==> src/rtl/instr_prefetch_unit.sv <==
// Instruction prefetch unit: issues single-outstanding word fetches, queues returned
// words with their PC, and presents them to the decoder; a redirect flushes and refetches.
module instr_prefetch_unit #(
  parameter int          DEPTH    = 4,
  parameter logic [31:0] RESET_PC = 32'h0
) (
  input  logic        clk,
  input  logic        rst,
  output logic        imem_req_valid,
  input  logic        imem_req_ready,
  output logic [31:0] imem_req_addr,
  input  logic        imem_rsp_valid,
  input  logic [31:0] imem_rsp_data,
  output logic        instr_valid,
  input  logic        instr_ready,
  output logic [31:0] instr,
  output logic [31:0] instr_pc,
  input  logic        redirect,
  input  logic [31:0] redirect_pc,
  output logic [1:0]  state_dbg
);
  localparam int AW = $clog2(DEPTH);
  localparam int CW = AW + 1;

  typedef enum logic [1:0] {
    ST_REQ     = 2'd0,
    ST_WAIT    = 2'd1,
    ST_DISCARD = 2'd2
  } state_t;

  state_t        state_q, state_d;
  logic [31:0]   fetch_pc_q, fetch_pc_d;
  logic [31:0]   req_pc_q;
  logic [CW-1:0] count_q;
  logic [AW-1:0] rd_ptr_q, wr_ptr_q;
  logic [31:0]   q_data [DEPTH];
  logic [31:0]   q_pc   [DEPTH];
  logic          accept, push, pop;

  // Handshakes: a transfer happens on a cycle where valid and ready are both high;
  // a request, once valid, keeps its address until accepted or withdrawn by redirect.
  // Only issue when the queue has room for the reply, so a push can never overflow.
  assign imem_req_valid = !rst && (state_q == ST_REQ) && (count_q < CW'(DEPTH));
  assign imem_req_addr  = fetch_pc_q;
  assign accept         = imem_req_valid && imem_req_ready;
  assign push           = (state_q == ST_WAIT) && imem_rsp_valid;
  assign instr_valid    = (count_q != '0);
  assign pop            = instr_valid && instr_ready;
  assign instr          = q_data[rd_ptr_q];
  assign instr_pc       = q_pc[rd_ptr_q];
  assign state_dbg      = state_q;

  always_comb begin
    state_d    = state_q;
    fetch_pc_d = fetch_pc_q;
    case (state_q)
      ST_REQ: begin
        if (accept) begin
          state_d    = ST_WAIT;
          fetch_pc_d = fetch_pc_q + 32'd4;
        end
      end
      ST_WAIT:    if (imem_rsp_valid) state_d = ST_REQ;
      ST_DISCARD: if (imem_rsp_valid) state_d = ST_REQ;
      default:    state_d = ST_REQ;
    endcase
    // A reply still owed to the old stream must be swallowed; one arriving this very
    // cycle settles the debt, so it must not make us drop the first new reply.
    if (redirect) begin
      fetch_pc_d = redirect_pc & ~32'h3;
      if (accept || (((state_q == ST_WAIT) || (state_q == ST_DISCARD)) && !imem_rsp_valid))
        state_d = ST_DISCARD;
      else
        state_d = ST_REQ;
    end
  end

  always_ff @(posedge clk) begin
    if (rst) begin
      state_q    <= ST_REQ;
      fetch_pc_q <= RESET_PC;
      req_pc_q   <= '0;
      count_q    <= '0;
      rd_ptr_q   <= '0;
      wr_ptr_q   <= '0;
      for (int i = 0; i < DEPTH; i++) begin
        q_data[i] <= '0;
        q_pc[i]   <= '0;
      end
    end else begin
      state_q    <= state_d;
      fetch_pc_q <= fetch_pc_d;
      if (accept) req_pc_q <= fetch_pc_q;
      if (redirect) begin
        count_q  <= '0;
        rd_ptr_q <= wr_ptr_q;
      end else begin
        if (push) begin
          q_data[wr_ptr_q] <= imem_rsp_data;
          q_pc[wr_ptr_q]   <= req_pc_q;
          wr_ptr_q         <= wr_ptr_q + AW'(1);
        end
        if (pop) rd_ptr_q <= rd_ptr_q + AW'(1);
        count_q <= count_q + CW'(push) - CW'(pop);
      end
    end
  end
endmodule

==> config.mk <==
export PLATFORM = sky130hd
export DESIGN_NAME = instr_prefetch_unit
export DESIGN_NICKNAME = d
export VERILOG_FILES = /design/src/rtl/instr_prefetch_unit.sv
export SDC_FILE = /design/constraint.sdc
export NUM_CORES = 1
export LEC_CHECK = 0
export CAP_MARGIN = 20
export CORE_ASPECT_RATIO = 1.2
export CORE_MARGIN = 2
export CORE_UTILIZATION = 40
export DETAILED_ROUTE_END_ITERATION = 16
export GPL_ROUTABILITY_DRIVEN = 0
export PLACE_DENSITY = 0.68
export SYNTH_ARGS = -nofsm -noshare
export SYNTH_HDL_FRONTEND = slang
export SYNTH_SLANG_ARGS = --single-unit
==> constraint.sdc <==
create_clock -name clk -period 19 [get_ports clk]
set_input_delay 3.8 -clock clk [delete_from_list [all_inputs] [get_ports clk]]
set_output_delay 3.8 -clock clk [all_outputs]
set_load 0.005 [all_outputs]
==> impl_table.tex <==
\begin{tabular}{lr}
\hline
Metric & Value \\
\hline
\multicolumn{2}{l}{\textbf{Setup path}} \\
Critical path arrival & roughly 4.9 ns \\
Capture instance of the worst register-to-register path & q\_pc[2][17] \\
Slowest library cell on the worst path & sky130\_fd\_sc\_hd\_\_clkdlybuf4s50\_1 \\
Sum of buffers and inverters on the critical path & 2 \\
Critical Setup Path Class & in2out \\
Element type at the critical path end & primary output \\
Path depth of the worst reg2reg path & 3 \\
Crit-path leading delay family & buffers and inverters \\
Source of the worst register-to-register timing path & wr\_ptr\_q[1] \\
Maximum net fanout on the critical path & 2 \\
Worst path required time & roughly 15 ns \\
List of cells traversed by the critical path & buf\_2, nor3b\_1, clkdlybuf4s50\_1 \\
Flop-to-flop setup slack & approximately 16 ns \\
Delay contributed by the slowest stage of the critical path & a little under 0.6 ns \\
Critical Path Start Type & input pin \\
\multicolumn{2}{l}{\textbf{Routing}} \\
Met3 WL post-DR & slightly above 2000 um \\
DRC marker count from the first detailed-route iteration & roughly 600 \\
Iteration count of the initial detailed-routing pass & 5 \\
Wirelength per Cell & 19.8 um \\
Number of nets with antenna violations after detailed routing & 0 \\
Detail-routed via count per cell & between 5 and 6 \\
Vias after detailed routing & around 9000 \\
DRC violation count after routing & 0 \\
Overall routed net length & approximately 34000 um \\
Routed metal-1 wire length & 13800 um \\
Top routing layer in use & met4 \\
DR WL met2 & between 15000 and 20000 um \\
\multicolumn{2}{l}{\textbf{Cells and area}} \\
Layout Nets & about 1300 \\
Final standard cell area without fillers & 0.0169 mm\^{}2 \\
Fraction of final layout cells with drive strength greater than 1 & approximately 11\% \\
Layout Utilization & between 40 and 50\% \\
Area growth syn-to-layout & 21.9\% \\
Final antenna diode count & 0 \\
\multicolumn{2}{l}{\textbf{Global route}} \\
GRT Residual Overflow & 0 \\
Global-route wire length before repair & $\sim$52000 um \\
Vias in the first global route & 9267 \\
Total Routing Usage GR & roughly a fifth \\
Largest net degree at the start of global routing & 72 \\
Antenna violations before repair & 0 \\
\multicolumn{2}{l}{\textbf{Power}} \\
Static leakage & 0.00609 uW \\
Peak ir drop on the vdd network & 0.0000468 V \\
P per Cell Area & slightly below 90 mW/mm\^{}2 \\
\multicolumn{2}{l}{\textbf{CTS}} \\
Cell at the root of the clock tree & sky130\_fd\_sc\_hd\_\_clkbuf\_16 \\
Clock slew at the register clock pins of the worst setup and hold paths & $\sim$0.06 ns \\
Number of buffers created by CTS & 34 \\
CTS sink count & 319 \\
Clock network latency to the later pin of the worst-skew pair & approximately 0.50 ns \\
Post-CTS setup buffer count & 0 \\
Longest Clk Path Bufs & 3 \\
Cts repair resizes & 0 \\
Cts-stage hold buffer count & 0 \\
Number of levels the H-tree was split into & 2 \\
CTS tree & built \\
\multicolumn{2}{l}{\textbf{Placement}} \\
Cell area reported after detailed placement & 0.0159 mm\^{}2 \\
Number of buffer cells added on primary ports & 163 \\
Post-DP HPWL & just under 20000 um \\
\multicolumn{2}{l}{\textbf{Logic synthesis}} \\
Multiplexer area fraction after synthesis & just over 10\% \\
Number of enable flip-flop cells after synthesis & 248 \\
Post-synthesis cell type count & 55 \\
Post-synthesis instance area & around 0.014 mm\^{}2 \\
Dominant cell type by area after synthesis & sky130\_fd\_sc\_hd\_\_edfxtp\_1 \\
Parity-gate share of the synthesized area counting xor and xnor cells & between 1 and 1.5\% \\
Proportion of synthesized flip-flops having asynchronous set or reset & 0\% \\
Most used DFF post-synth & sky130\_fd\_sc\_hd\_\_edfxtp\_1 \\
Count of mapped cells out of synthesis & 1092 \\
Largest family of logic cells by synthesized area & simple AND/OR/NAND/NOR gates \\
Fraction of the mapped netlist area in simple logic gates & 15.7\% \\
YS warnings & 0 \\
Flops \& latches, synth & between 300 and 400 \\
Post-synthesis compound-gate area fraction & between 4 and 5\% \\
Fraction of the yosys area taken by sequential cells & a little under two thirds \\
Avg Inst Size Synth & around 13 um\^{}2 \\
Arithmetic-cell share of the synthesized area counting full adders, half adders and majority gates & less than 1\% \\
Leading post-synthesis cells by cell area & sky130\_fd\_sc\_hd\_\_edfxtp\_1 54\%, sky130\_fd\_sc\_hd\_\_dfxtp\_1 10\%, sky130\_fd\_sc\_hd\_\_mux4\_2 10\%, sky130\_fd\_sc\_hd\_\_nor2\_1 4.2\%, sky130\_fd\_sc\_hd\_\_nand2\_1 3.9\% \\
Area share of the leading cell type in the synthesized netlist & between 50\% and 60\% \\
\multicolumn{2}{l}{\textbf{Worst hold path}} \\
Hold path cells & 2 \\
Start point of the worst min-delay path & req\_pc\_q[20] \\
Type of the tightest min-delay check & reg2reg \\
Worst Hold End & req\_pc\_q[20] \\
\multicolumn{2}{l}{\textbf{Die}} \\
Floorplan die width & roughly 170 um \\
Die area & $\sim$0.036 mm\^{}2 \\
I/O Pins & 170 \\
Vertical die dimension & 208 um \\
Starting density of the core & roughly two fifths \\
Num rows & between 70 and 80 \\
Core region area & 0.0341 mm\^{}2 \\
\multicolumn{2}{l}{\textbf{STA}} \\
Clock skew & around 0.012 ns \\
Period utilization & a little under half \\
Setup total negative slack & 0 ns \\
Highest achievable clock rate & about 110 MHz \\
Measured slew at the worst slew-check pin & around 1.0 ns \\
Final hold vios & 0 \\
Final setup violation count & 0 \\
Setup repair after global routing missed its margin & false \\
Final max-slew violation count & 0 \\
Min Tclk post-route & 8.70 ns \\
Relative slew slack & 31.9\% \\
Final hold slack & around 0.47 ns \\
\multicolumn{2}{l}{\textbf{Status}} \\
Result of the run & finished clean \\
\multicolumn{2}{l}{\textbf{Run}} \\
Max-capacitance violation count & 0 \\
\hline
\end{tabular}
-- synthesized netlist by cell type, types with 3 or more instances --
| master | count |
|---|---|
| sky130_fd_sc_hd__nor2b_1 | 3 |
| sky130_fd_sc_hd__o31ai_1 | 7 |
| sky130_fd_sc_hd__xor2_1 | 10 |
| sky130_fd_sc_hd__clkbuf_1 | 50 |
| sky130_fd_sc_hd__nor4_1 | 6 |
| sky130_fd_sc_hd__a31oi_1 | 3 |
| sky130_fd_sc_hd__nor3_1 | 5 |
| sky130_fd_sc_hd__dfxtp_1 | 71 |
| sky130_fd_sc_hd__or4_1 | 7 |
| sky130_fd_sc_hd__or3_1 | 5 |
| sky130_fd_sc_hd__nand3_1 | 7 |
| sky130_fd_sc_hd__inv_1 | 69 |
| sky130_fd_sc_hd__and4_1 | 8 |
| sky130_fd_sc_hd__buf_6 | 3 |
| sky130_fd_sc_hd__buf_4 | 7 |
| sky130_fd_sc_hd__buf_1 | 6 |
| sky130_fd_sc_hd__mux4_2 | 62 |
| sky130_fd_sc_hd__a311oi_1 | 11 |
| sky130_fd_sc_hd__nor2_1 | 157 |
| sky130_fd_sc_hd__edfxtp_1 | 248 |
| sky130_fd_sc_hd__a211oi_1 | 11 |
| sky130_fd_sc_hd__ha_1 | 5 |
| sky130_fd_sc_hd__nand4_1 | 15 |
| sky130_fd_sc_hd__nand2_1 | 144 |
| sky130_fd_sc_hd__a21oi_1 | 34 |
| sky130_fd_sc_hd__o21ai_0 | 10 |
| sky130_fd_sc_hd__buf_2 | 10 |
| sky130_fd_sc_hd__xnor2_1 | 9 |
| sky130_fd_sc_hd__and2_1 | 72 |
-- metal layers --
metal / global-route usage, % / vias up
met4: 5.65 / 0
met5: 0 / -
met2: 33.0 / 333
met3: 3.13 / 46
met1: 23.6 / 4386
li1: - / 4179
-- per-stage QoR --
| stage | setup WS (ns) | total power, uW | std cells |
|---|---|---|---|
| 2_1_floorplan | 9.61 | 855 | 1095 |
| 3_3_place_gp | 10.32 | 915 | 1649 |
| 3_5_place_dp | 10.35 | 917 | 1650 |
| 4_1_cts | 10.33 | 1510 | 1707 |
| 5_1_grt | 10.30 | 1550 | 1708 |
| 6_report | 10.30 | 1500 | 1708 |
-- worst register-to-register path, stage by stage (launching register included) --
cell	delay, ns
sky130_fd_sc_hd__dfxtp_1	0.60
sky130_fd_sc_hd__nand2b_4	0.62
sky130_fd_sc_hd__o31ai_4	0.60
sky130_fd_sc_hd__buf_4	0.78
-- where the power goes --
part           leakage [uW]  internal (uW)  total (uW)  switching (uW)
logic               0.00246           54.0         107            53.1
registers           0.00315            776         795            18.2
clock network      0.000483            336         594             258
-- placed cells by master, fill, tap and decap left out, types with 3 or more instances in the layout --
cell type and count:
sky130_fd_sc_hd__clkbuf_16 35, sky130_fd_sc_hd__o31ai_1 6, sky130_fd_sc_hd__nand3_1 7, sky130_fd_sc_hd__nor3_1 5, sky130_fd_sc_hd__buf_4 11, sky130_fd_sc_hd__a31oi_1 3, sky130_fd_sc_hd__nand2_1 143, sky130_fd_sc_hd__dfxtp_1 69
sky130_fd_sc_hd__or4_1 7, sky130_fd_sc_hd__nor4_1 6, sky130_fd_sc_hd__edfxtp_1 248, sky130_fd_sc_hd__and2_1 72, sky130_fd_sc_hd__xor2_1 10, sky130_fd_sc_hd__or3_1 5, sky130_fd_sc_hd__nor2_1 157, sky130_fd_sc_hd__inv_1 69
sky130_fd_sc_hd__xnor2_1 9, sky130_fd_sc_hd__clkbuf_1 6, sky130_fd_sc_hd__nand4_1 15, sky130_fd_sc_hd__ha_1 5, sky130_fd_sc_hd__a21oi_1 34, sky130_fd_sc_hd__clkinv_2 6, sky130_fd_sc_hd__clkinv_1 8, sky130_fd_sc_hd__conb_1 4
sky130_fd_sc_hd__a211oi_1 11, sky130_fd_sc_hd__clkdlybuf4s50_1 162, sky130_fd_sc_hd__mux4_2 62, sky130_fd_sc_hd__nor2b_1 3, sky130_fd_sc_hd__and4_1 8, sky130_fd_sc_hd__a311oi_1 11, sky130_fd_sc_hd__o21ai_0 9
-- state kept, by name (all words and copies together) (netlist names), named ones only --
signal / flops
imem_req_addr: 30
rd_ptr_q: 2
count_q: 3
wr_ptr_q: 2
q_data: 128
state_dbg: 2
req_pc_q: 30
q_pc: 120
-- how the worst max path moves through the flow --
stage | start | endpoint | slack, ns | cells after the start
after floorplan | redirect | q_data[2][0] | 9.61 | 3
after global placement | rst | imem_req_valid | 10.32 | 3
after detailed placement | rst | imem_req_valid | 10.35 | 3
after CTS | rst | imem_req_valid | 10.33 | 3
after global routing | rst | imem_req_valid | 10.30 | 3
final | rst | imem_req_valid | 10.30 | 3
-- layout make-up --
| cell class | count | area (um^2) |
|---|---|---|
| multi-input cells | 631 | 4460 |
| inverters | 69 | 259 |
| fillers | 3035 | 17200 |
| repair buffers | 176 | 1760 |
| clock inverters | 16 | 77.6 |
| flip-flops and latches | 319 | 8880 |
| well taps | 456 | 571 |
| clock buffers | 41 | 898 |
-- logic make-up after synthesis --
family	after synthesis
buffers and inverters	145
other	1
AO/OA/AOI/OAI	87
flip-flops	319
adder cells (fa/ha/maj)	6
multiplexers	62
AND/OR/NAND/NOR	453
XOR/XNOR	19
Power figures use the tool's default switching activity.
